[config.mk]
export PLATFORM = sky130hd
export DESIGN_NAME = kernel_loader
export DESIGN_NICKNAME = d
export VERILOG_FILES = /design/src/rtl/kernel_loader.sv
export SDC_FILE = /design/constraint.sdc
export NUM_CORES = 1
export LEC_CHECK = 0
export CORE_MARGIN = 2
export CORE_UTILIZATION = 48
export CTS_CLUSTER_DIAMETER = 40
export DETAILED_ROUTE_END_ITERATION = 8
export GPL_TIMING_DRIVEN = 0
export PLACE_DENSITY = 0.66
export SYNTH_ARGS = -nofsm -noshare
export SYNTH_HDL_FRONTEND = slang
export SYNTH_SLANG_ARGS = --single-unit
export TNS_END_PERCENT = 50
[constraint.sdc]
create_clock -name clk -period 3.1 [get_ports clk]
set_input_delay 0.93 -clock clk [delete_from_list [all_inputs] [get_ports clk]]
set_output_delay 0.93 -clock clk [all_outputs]
set_load 0.01 [all_outputs]
[src/rtl/kernel_loader.sv]
// Kernel weight loader: buffers a kernel from a beat stream, then replays it to
// the multicaster as one gap-free burst once the downstream buffer is free.
module kernel_loader #(
    parameter int DATA_WIDTH = 16,
    parameter int MAX_KERNEL = 16
) (
    input  logic                  clk,
    input  logic                  rstn,
    input  logic                  cfg_valid,
    input  logic [7:0]            cfg_kernel_size,
    output logic                  cfg_ready,
    input  logic                  s_valid,
    input  logic [DATA_WIDTH-1:0] s_data,
    input  logic                  s_last,
    output logic                  s_ready,
    input  logic                  kernel_busy,
    output logic                  flush_kernel,
    output logic [7:0]            kernel_size,
    output logic [DATA_WIDTH-1:0] fltr_data,
    output logic                  fltr_valid,
    output logic                  done,
    output logic                  err_cfg,
    output logic                  err_len,
    input  logic                  err_clr
);

    localparam int CW = $clog2(MAX_KERNEL) + 1;
    localparam int AW = (MAX_KERNEL > 1) ? $clog2(MAX_KERNEL) : 1;
    localparam logic [7:0] MAX_SIZE = 8'(MAX_KERNEL);

    typedef enum logic [2:0] {
        IDLE,
        FILL,
        WAIT_FREE,
        FLUSH,
        BURST,
        DRAIN,
        DONE
    } state_t;

    state_t                state;
    logic [CW-1:0]         size_q;
    logic [CW-1:0]         wr_cnt;
    logic [CW-1:0]         rd_cnt;
    logic [DATA_WIDTH-1:0] buffer [MAX_KERNEL];

    logic beat_fire;
    logic cfg_ok;
    logic at_last_slot;
    logic burst_end;

    assign beat_fire    = s_valid && s_ready;
    assign cfg_ok       = (cfg_kernel_size != 8'd0) && (cfg_kernel_size <= MAX_SIZE);
    assign at_last_slot = (wr_cnt == size_q - CW'(1));
    assign burst_end    = (rd_cnt == size_q);

    // Weight storage carries no reset; it is always overwritten before being read.
    always_ff @(posedge clk) begin
        if (state == FILL && beat_fire) begin
            buffer[wr_cnt[AW-1:0]] <= s_data;
        end
    end

    always_ff @(posedge clk or negedge rstn) begin
        if (!rstn) begin
            state        <= IDLE;
            size_q       <= '0;
            wr_cnt       <= '0;
            rd_cnt       <= '0;
            cfg_ready    <= 1'b0;
            s_ready      <= 1'b0;
            flush_kernel <= 1'b0;
            kernel_size  <= 8'd0;
            fltr_data    <= '0;
            fltr_valid   <= 1'b0;
            done         <= 1'b0;
            err_cfg      <= 1'b0;
            err_len      <= 1'b0;
        end else begin
            flush_kernel <= 1'b0;
            done         <= 1'b0;
            case (state)
                IDLE: begin
                    cfg_ready <= 1'b1;
                    if (cfg_valid && cfg_ready) begin
                        if (cfg_ok) begin
                            size_q    <= cfg_kernel_size[CW-1:0];
                            wr_cnt    <= '0;
                            rd_cnt    <= '0;
                            cfg_ready <= 1'b0;
                            s_ready   <= 1'b1;
                            state     <= FILL;
                        end else begin
                            err_cfg <= 1'b1;
                        end
                    end
                end
                FILL: begin
                    if (beat_fire) begin
                        if (at_last_slot) begin
                            // Size wins over s_last: a missing marker is flagged but the load proceeds.
                            wr_cnt  <= wr_cnt + CW'(1);
                            s_ready <= 1'b0;
                            state   <= WAIT_FREE;
                            if (!s_last) begin
                                err_len <= 1'b1;
                            end
                        end else if (s_last) begin
                            wr_cnt    <= '0;
                            err_len   <= 1'b1;
                            s_ready   <= 1'b0;
                            cfg_ready <= 1'b1;
                            state     <= IDLE;
                        end else begin
                            wr_cnt <= wr_cnt + CW'(1);
                        end
                    end
                end
                WAIT_FREE: begin
                    if (!kernel_busy) begin
                        flush_kernel <= 1'b1;
                        kernel_size  <= 8'(size_q);
                        state        <= FLUSH;
                    end
                end
                FLUSH: begin
                    fltr_valid <= 1'b1;
                    fltr_data  <= buffer[0];
                    rd_cnt     <= CW'(1);
                    state      <= BURST;
                end
                BURST: begin
                    // rd_cnt runs one word ahead of the word currently on fltr_data.
                    if (burst_end) begin
                        fltr_valid <= 1'b0;
                        fltr_data  <= '0;
                        state      <= DRAIN;
                    end else begin
                        fltr_data <= buffer[rd_cnt[AW-1:0]];
                        rd_cnt    <= rd_cnt + CW'(1);
                    end
                end
                DRAIN: begin
                    if (!kernel_busy) begin
                        done  <= 1'b1;
                        state <= DONE;
                    end
                end
                DONE: begin
                    cfg_ready <= 1'b1;
                    state     <= IDLE;
                end
                default: begin
                    fltr_valid <= 1'b0;
                    fltr_data  <= '0;
                    s_ready    <= 1'b0;
                    cfg_ready  <= 1'b0;
                    state      <= IDLE;
                end
            endcase
            if (err_clr) begin
                err_cfg <= 1'b0;
                err_len <= 1'b0;
            end
        end
    end

endmodule
==> results of run 1 <==
worst max path at each step:
stage                     cells after the start             to  startpoint  slack [ns]
final                                         7  fltr_data[12]   rd_cnt[1]        0.23
after global routing                          7   fltr_data[0]   rd_cnt[1]        0.09
after CTS                                     7  fltr_data[12]   rd_cnt[1]        0.23
after detailed placement                      6   buffer[2][0]     s_valid       -0.25
after global placement                        5   buffer[1][3]     s_valid       -1.43
after floorplan                               4   buffer[1][0]     s_valid        0.22
kinds of logic (layout without fill, tap and decap cells):
family	Yosys count	in the layout	synth area share (%)
AO/OA/AOI/OAI	77	77	4.83
adder cells (fa/ha/maj)	6	6	0.615
flip-flops	302	302	72.4
XOR/XNOR	13	13	0.933
AND/OR/NAND/NOR	103	103	4.57
multiplexers	94	94	14.6
buffers and inverters	46	192	1.96
other	1	3	0.0307
cell usage in the layout (no fill, tap or decap), types with 3 or more instances in the layout:
cell                              count
sky130_fd_sc_hd__a21oi_1              9
sky130_fd_sc_hd__conb_1               3
sky130_fd_sc_hd__o21ai_0              6
sky130_fd_sc_hd__nand2_1             19
sky130_fd_sc_hd__clkinv_2             6
sky130_fd_sc_hd__and2_1              15
sky130_fd_sc_hd__xnor2_1              7
sky130_fd_sc_hd__clkdlybuf4s50_1     57
sky130_fd_sc_hd__buf_4                5
sky130_fd_sc_hd__buf_2               14
sky130_fd_sc_hd__a221o_1             19
sky130_fd_sc_hd__o22ai_1              3
sky130_fd_sc_hd__nor2_1              12
sky130_fd_sc_hd__mux4_2              65
sky130_fd_sc_hd__inv_6                4
sky130_fd_sc_hd__mux2_2              12
sky130_fd_sc_hd__nor2_2              12
sky130_fd_sc_hd__and3_1               5
sky130_fd_sc_hd__mux2i_1             16
sky130_fd_sc_hd__xor2_1               6
sky130_fd_sc_hd__clkbuf_16           40
sky130_fd_sc_hd__clkinv_1             4
sky130_fd_sc_hd__nand2b_1             9
sky130_fd_sc_hd__clkbuf_1            24
sky130_fd_sc_hd__inv_1                7
sky130_fd_sc_hd__nand3_1              5
sky130_fd_sc_hd__clkinv_4             5
sky130_fd_sc_hd__buf_6                7
sky130_fd_sc_hd__nor3_2               4
sky130_fd_sc_hd__a211oi_1            31
sky130_fd_sc_hd__ha_1                 6
sky130_fd_sc_hd__nor2b_1              4
sky130_fd_sc_hd__clkinvlp_4           4
sky130_fd_sc_hd__edfxtp_1           256
sky130_fd_sc_hd__dfrtp_1             46
sky130_fd_sc_hd__buf_8               11
sky130_fd_sc_hd__nor3_1               6
layer usage:
metal,track usage [%],part of all wire [%]
met5,0,0
met1,29.1,43
met3,3.63,6.7
met2,32.7,48
met4,4.63,1.7
layout make-up:
| type | count | area share (%) |
|---|---|---|
| Sequential cell | 302 | 60.2 |
| Tap cell | 330 | 2.81 |
| Clock inverter | 24 | 1.16 |
| Buffer | 39 | 1.45 |
| Clock buffer | 47 | 6.99 |
| Inverter | 7 | 0.179 |
| Timing Repair Buffer | 75 | 5.56 |
| Multi-Input combinational cell | 296 | 21.7 |
flip-flops by register name, indices dropped and copies added, names as in the netlist:
register / cells
rd_cnt: 5
size_q: 5
cfg_ready: 1
fltr_valid: 1
buffer: 256
state: 3
err_len: 1
flush_kernel: 1
wr_cnt: 5
done: 1
fltr_data: 16
kernel_size: 5
err_cfg: 1
s_ready: 1
power groups by stage:
| stage | Clock [mW] | Sequential (mW) | Combinational (mW) |
|---|---|---|---|
| after global routing | 4.33 | 4.83 | 2.49 |
| final | 4.08 | 4.81 | 2.29 |
| after CTS | 4.17 | 4.81 | 2.31 |
| after global placement | 0 | 4.87 | 2.23 |
| after detailed placement | 0 | 4.89 | 2.29 |
| after floorplan | 0 | 4.91 | 1.44 |
worst max-delay path, cell delays in order, from the launching register on:
cell	delay, ns
sky130_fd_sc_hd__dfrtp_1	0.35
sky130_fd_sc_hd__buf_2	0.24
sky130_fd_sc_hd__buf_2	0.34
sky130_fd_sc_hd__clkbuf_1	0.57
sky130_fd_sc_hd__mux4_2	0.41
sky130_fd_sc_hd__mux2i_1	0.35
sky130_fd_sc_hd__a211oi_1	0.17
sky130_fd_sc_hd__a221o_1	0.30
through the flow:
stage	setup TNS [ns]	area [µm²]	std cells
finish	0	14700	1120
global route	0	14700	1120
CTS	0	14700	1120
detailed placement	-6.45	13500	1049
global placement	-208.97	13200	1032
floorplan	0	12200	644
==> results by stage, run 1 <==
Detailed routing:
- Using the TritonRoute via totals, the vias-per-cell ratio works out to a little under 6.
- The routed via count is roughly 6600.
- After detailed routing, the average wire length per cell comes to 23.4 µm.
- The first routing iteration left 630 violations.
- The detail route stage leaves a number of antenna-violating nets equal to 0.
- The number of DRC violations after detailed routing is 0.
- The detailed-routing iteration count for the pre-antenna-repair pass is 5.
- The routed wire length is ~26 mm.

Floorplan:
- The width of the die is 163 µm.
- The number of cell rows is 58.
- For this configuration, the core starts out at a cell density of 48.7%.
- The core region area is 0.0250 mm².
- During I/O placement, the number of pins put on the boundary was slightly above 60.
- From bottom edge to top edge, the die measures approximately 160 µm.
- The die area is 0.0267 mm².

Clocking:
- The post-CTS setup buffer count is 0.
- Counting along the longest clock path gives a buffer depth of 3.
- CTS placed an instance of sky130_fd_sc_hd__clkbuf_16 at the clock tree root.
- The quantity of hold-fixing buffers added after cts is 0.
- Clock tree synthesis inserted a total of 39 buffers.
- Clock-pin slew was measured on the worst setup and hold paths at 0.06 ns.
- The H-tree was split into 2 levels.
- The number of gates resized after CTS was 0.
- The number of sinks driven by the clock tree is approximately 300.
- The latest clock arrival within the worst-skew pair is 0.52 ns.
- TritonCTS built the clock tree.

Power:
- The internal power contribution is just over 8 mW.
- The worst vdd rail ir drop is 0.511 mV.
- In this run, the combinational gates consume 20.5% of the power.
- For this design the static power due to leakage is between 4 and 5 nW.
- The completed layout was analyzed and its total power is 11.2 mW.
- The relative contribution of sequential cells to total power is between 40% and 50%.
- The power density over the cells is 761 mW/mm².
- The switching power total is 2.99 mW.
- Of the total power, the clock network draws 36.5%.
- Net switching is 26.7% of the power.

Final layout:
- The number of fill cells is 1838.
- The area used by sequential logic in the layout is 0.00884 mm².
- Relative to the synthesized area, the layout overhead comes to 20.4%.
- The post-route netlist has about a quarter of its cells at a drive strength greater than 1.
- At the end of the flow, the number of nets in the layout was 797.
- 0 antenna diodes ended up in the layout.
- The final design utilization is 58.7%.
- The multi-input combinational cells in the finished layout cover a total of approximately 0.0032 mm².

Yosys:
- After synthesis the netlist holds a flip-flop and latch count of approximately 300.
- After synthesis, the cell types taking the most area are sky130_fd_sc_hd__edfxtp_1 (63%), sky130_fd_sc_hd__mux4_2 (12%), sky130_fd_sc_hd__dfrtp_1 (9.4%).
- The area share of the largest cell type after synthesis is 63.0%.
- Of the synthesized area, sequential elements account for 72.4%.
- After synthesis, the share of flip-flops with an asynchronous set or reset is around 15%.
- The most instantiated library cell after synthesis is sky130_fd_sc_hd__edfxtp_1.
- The library cell occupying the most area in the post-synthesis netlist is sky130_fd_sc_hd__edfxtp_1.
- The mapped netlist covers 0.0122 mm².
- The most used flip-flop cell after synthesis is sky130_fd_sc_hd__edfxtp_1.
- The number of enable-type register cells in the synthesized netlist is 256.
- The cell count after synthesis is approximately 640.
- The synthesis warning total is 0.
- A synthesized cell averages around 19 µm².
- By count the netlist is led by sky130_fd_sc_hd__edfxtp_1 (256), sky130_fd_sc_hd__mux4_2 (65), sky130_fd_sc_hd__dfrtp_1 (46).
- The count of unique library cells instantiated by Yosys is 48.

Global routing:
- The pin count of the biggest net entering global routing is 38.
- The overall overflow remaining after global route is 0.
- The first global-routing pass estimated between 40 and 50 mm of wire.
- The number of global-route vias before repair is 6741.
- The number of antenna violations at the first check in global routing is 0.
- The global-route usage over all layers is 20.2%.

Timing:
- The final count of hold timing violations is 0.
- The time the final worst path needs with I/O delays and setup is 2.87 ns.
- Setup repair after global routing left no endpoint under its margin.
- The final setup skew is 0.0123 ns.
- The final setup violation count is 0.
- The worst path meets setup with 0.235 ns of slack.
- The measured slew at the worst slew-check pin is 1.00 ns.
- The timing-limited maximum frequency is 349 MHz.
- The ratio of final minimum period to clock period is 92.4%.
- The tightest hold path in the finished design has a slack of 0.292 ns.
- The final count of pins violating max slew is 0.
- The normalized max-slew margin is between 30% and 40%.

Place:
- The placed wire-length estimate is 17.8 mm.
- Routability-driven placement finished with a final weighted congestion of 0.823.
- During placement, the flow inserted port buffers numbering 58.
- Timing analysis after detailed placement gives a worst setup slack of -0.247 ns.

Setup path:
- The setup check on the worst reg-to-reg path leaves a slack of 0.23 ns.
- At the worst endpoint, the arrival time is 3.26 ns.
- The nature of the critical path endpoint is a register.
- The worst register-to-register path ends at fltr_data[12].
- The number of cells traversed by the worst register-to-register path is 7.
- The nature of the critical path startpoint is a register.
- The setup path with the least slack is of type register to register.
- At the worst endpoint, the required time is 3.49 ns.
- The origin of the critical flop-to-flop path is rd_cnt[1].
- The biggest fanout along the worst timing path is 10.

Flow run:
- The count of max-cap constraint violations is 0.

Run status:
- The flow ran to the end, and the final reports show no timing, DRC or antenna violations.

Hold path:
- The worst hold path belongs to the class input port to asynchronous set/reset pin.
Power figures use the tool's default switching activity.
==> run 2, diff against run 1 <==
==> config.mk (replaced) <==
export PLATFORM = sky130hd
export DESIGN_NAME = kernel_loader
export DESIGN_NICKNAME = d
export VERILOG_FILES = /design/src/rtl/kernel_loader.sv
export SDC_FILE = /design/constraint.sdc
export NUM_CORES = 1
export LEC_CHECK = 0
export CORE_UTILIZATION = 60
export CTS_CLUSTER_DIAMETER = 80
export DETAILED_ROUTE_END_ITERATION = 8
export GPL_TIMING_DRIVEN = 0
export PLACE_DENSITY = 0.8
export SYNTH_ARGS = -nofsm -noshare
export SYNTH_HDL_FRONTEND = slang
export SYNTH_SLANG_ARGS = --single-unit
export TNS_END_PERCENT = 50
==> results by stage, run 2 (synthesis gave the netlist of run 1 again) <==
Run status:
- Result of the run: complete, no violations (unchanged).

Timing:
- RSZ-0062 raised after global routing: no (unchanged).
- The final setup skew is 0.00812 ns (was 0.0123 ns).
- The final count of pins violating max slew was 0 (unchanged).
- The ratio of final minimum period to clock period is 92.9% (was 92.4%).
- The time the final worst path needs with I/O delays and setup is 2.88 ns (was 2.87 ns).
- The normalized max-slew margin is 34.8% (was 33.1%).
- The final count of hold timing violations was 0 (unchanged).
- The timing-limited maximum frequency was 347 MHz (was 349 MHz).
- The worst setup margin is 0.220 ns (was 0.235 ns).
- The final setup violation count is 0 (unchanged).
- The measured slew at the worst slew-check pin came to 0.977 ns (was 1.00 ns).

Final layout:
- Top library cells by usage in the layout, fill and taps aside: sky130_fd_sc_hd__edfxtp_1 (256), sky130_fd_sc_hd__mux4_2 (65), sky130_fd_sc_hd__clkdlybuf4s50_1 (57) (unchanged).
- The most common cell after layout, fill and taps aside is sky130_fd_sc_hd__edfxtp_1 (unchanged).
- The number of inserted diodes is 0 (unchanged).
- The number of fill cells came to 1096 (was 1838).
- The final non-filler cell total is 1035 (was 1120).
- The final net count came to 785 (was 797).
- The number of flip-flops under the largest register name is 256 (unchanged).
- The fraction of layout instances using a drive strength above 1 was 22.6% (was 25.2%).
- The area growth from synthesis to layout came to 16.8% (was 20.4%).

Setup path:
- The critical path class is register to register (unchanged).
- The worst reg2reg path endpoint is fltr_data[1] (was fltr_data[12]).
- The nature of the critical path endpoint is a register (unchanged).
- The nature of the critical path startpoint is a register (unchanged).
- The critical path data arrival time is 3.31 ns (was 3.26 ns).
- The origin of the critical flop-to-flop path is rd_cnt[1] (unchanged).
- The number of cells traversed by the worst register-to-register path was 7 (unchanged).
- The biggest fanout along the worst timing path came to 10 (unchanged).
- The register-to-register setup slack was 0.22 ns (was 0.23 ns).
- The required time reported for the critical path endpoint is 3.53 ns (was 3.49 ns).

Clocking:
- The clock buffer count from CTS was 29 (was 39).
- The clock tree root buffer cell was sky130_fd_sc_hd__clkbuf_16 (unchanged).
- The post-CTS clock slew at the launch and capture registers of the worst setup and hold paths is 0.07 ns (was 0.06 ns).
- The count of instances resized after the clock tree is built is 0 (unchanged).
- The maximum clock insertion buffer count is 3 (unchanged).
- The quantity of hold-fixing buffers added after cts is 0 (unchanged).
- The CTS H-tree depth is 1 (was 2).
- The latest clock arrival within the worst-skew pair is 0.55 ns (was 0.52 ns).
- The post-CTS setup buffer count is 0 (unchanged).
- The number of sinks driven by the clock tree is 302 (unchanged).
- The clock tree from TritonCTS is built (unchanged).

Place:
- The placed wire-length estimate is 17.8 mm (about the same).
- The worst setup slack after placement is -0.283 ns (was -0.247 ns).
- The cell count after placement is 982 (was 1049).
- The number of input and output port buffers inserted is 58 (unchanged).
- The final weighted congestion in routability-driven placement came to 0.825 (was 0.823).

Floorplan:
- The core region area is 0.0197 mm² (was 0.0250 mm²).
- The I/O pin count is 62 (unchanged).
- The die area is 0.0209 mm² (was 0.0267 mm²).
- The initial core utilization came to 61.9% (was 48.7%).
- The height of the die is 145 µm (was 163 µm).
- The width of the die is 145 µm (was 163 µm).
- The number of cell rows is 51 (was 58).

Detailed routing:
- The routed via count is 6711 (was 6566).
- The number of DRC violations after detailed routing was 0 (unchanged).
- The average vias per placed instance is 6.48 (was 5.86).
- The detailed-routing iteration count for the pre-antenna-repair pass was 5 (unchanged).
- The violation count after the first detailed-routing iteration came to 629 (was 630).
- The routed wire length is 26.9 mm (was 26.3 mm).
- The number of nets with antenna violations after detailed routing is 0 (unchanged).
- The per-cell routed wire length is 26.0 µm (was 23.4 µm).

Global routing:
- The number of global-route vias before repair is 6839 (was 6741).
- The pin count of the biggest net entering global routing is 29 (was 38).
- The number of antenna violations at the first check in global routing came to 0 (unchanged).
- The overall overflow remaining after global route is 0 (unchanged).
- The wire length of the first global-routing pass was 40.6 mm (was 40.3 mm).
- The global-route usage over all layers is 27.3% (was 20.2%).

Flow run:
- The count of max-cap constraint violations is 0 (unchanged).

Power:
- The worst vdd rail ir drop was 0.528 mV (was 0.511 mV).
- The leakage power of the design came to 4.70 nW (was 4.87 nW).
- The power density over the cells is 734 mW/mm² (was 761 mW/mm²).

Hold path:
- The path category of the worst min-delay check is input port to asynchronous set/reset pin (unchanged).
## run 2: layer usage
layer,vias to the layer above,global-route usage (%),share of wire [%]
li1,2820,-,-
met3,71,5.53,9.3
met2,400,45.1,50
met4,0,7.76,2.5
met5,-,0,0
met1,3420,37.1,38
## run 2: worst max-delay path, cell delays in order (launching register included)
cell and delay, ns:
sky130_fd_sc_hd__dfrtp_1 0.34, sky130_fd_sc_hd__buf_2 0.25, sky130_fd_sc_hd__buf_2 0.34, sky130_fd_sc_hd__clkbuf_1 0.56, sky130_fd_sc_hd__mux4_2 0.42, sky130_fd_sc_hd__mux2i_1 0.38, sky130_fd_sc_hd__a211oi_1 0.18, sky130_fd_sc_hd__a221o_1 0.28
## run 2: through the flow
stage	hold WS, ns	TNS, ns	area (µm²)	util, %	power (mW)
finish	0.330	0	14300	72.3	10.5
global route	0.354	0	14300	72.3	10.8
CTS	0.331	0	14300	72.3	10.5
detailed placement	0.475	-11.72	13400	67.8	7.17
global placement	0.461	-187.04	13100	66.6	7.06
floorplan	0.476	0	12200	-	6.34
## run 2: worst max path at each step
stage,endpoint,slack [ns],cells after the start,start
final,fltr_data[1],0.22,7,rd_cnt[1]
after global placement,buffer[1][1],-1.33,5,s_valid
after CTS,fltr_data[1],0.23,7,rd_cnt[1]
after floorplan,buffer[1][0],0.22,4,s_valid
after detailed placement,buffer[1][1],-0.28,6,s_valid
after global routing,fltr_data[9],0.12,7,rd_cnt[1]
## run 2: where the power goes
| group | switching [mW] | internal (mW) |
|---|---|---|
| logic | 1.15 | 1.17 |
| registers | 0.185 | 4.63 |
| clock network | 1.46 | 1.88 |
## run 2: cell type report
type | instances | area [µm²] | area share, %
buffer | 39 | 213 | 1.49
clock buffer | 36 | 752 | 5.28
clock inverter | 17 | 130 | 0.913
inverter | 7 | 26.3 | 0.184
multi-input combinational | 296 | 3180 | 22.3
sequential | 302 | 8840 | 62.0
tap | 265 | 332 | 2.33
timing repair buffer | 73 | 779 | 5.47
==> run 3, diff against run 2 <==
--- a/config.mk
+++ b/config.mk
@@ -5,6 +5,7 @@
 export SDC_FILE = /design/constraint.sdc
 export NUM_CORES = 1
 export LEC_CHECK = 0
+export CAP_MARGIN = 15
 export CORE_UTILIZATION = 60
 export CTS_CLUSTER_DIAMETER = 80
 export DETAILED_ROUTE_END_ITERATION = 8
==> results of run 3 <==
Final layout, timing and power as in run 2 (identical DEF).
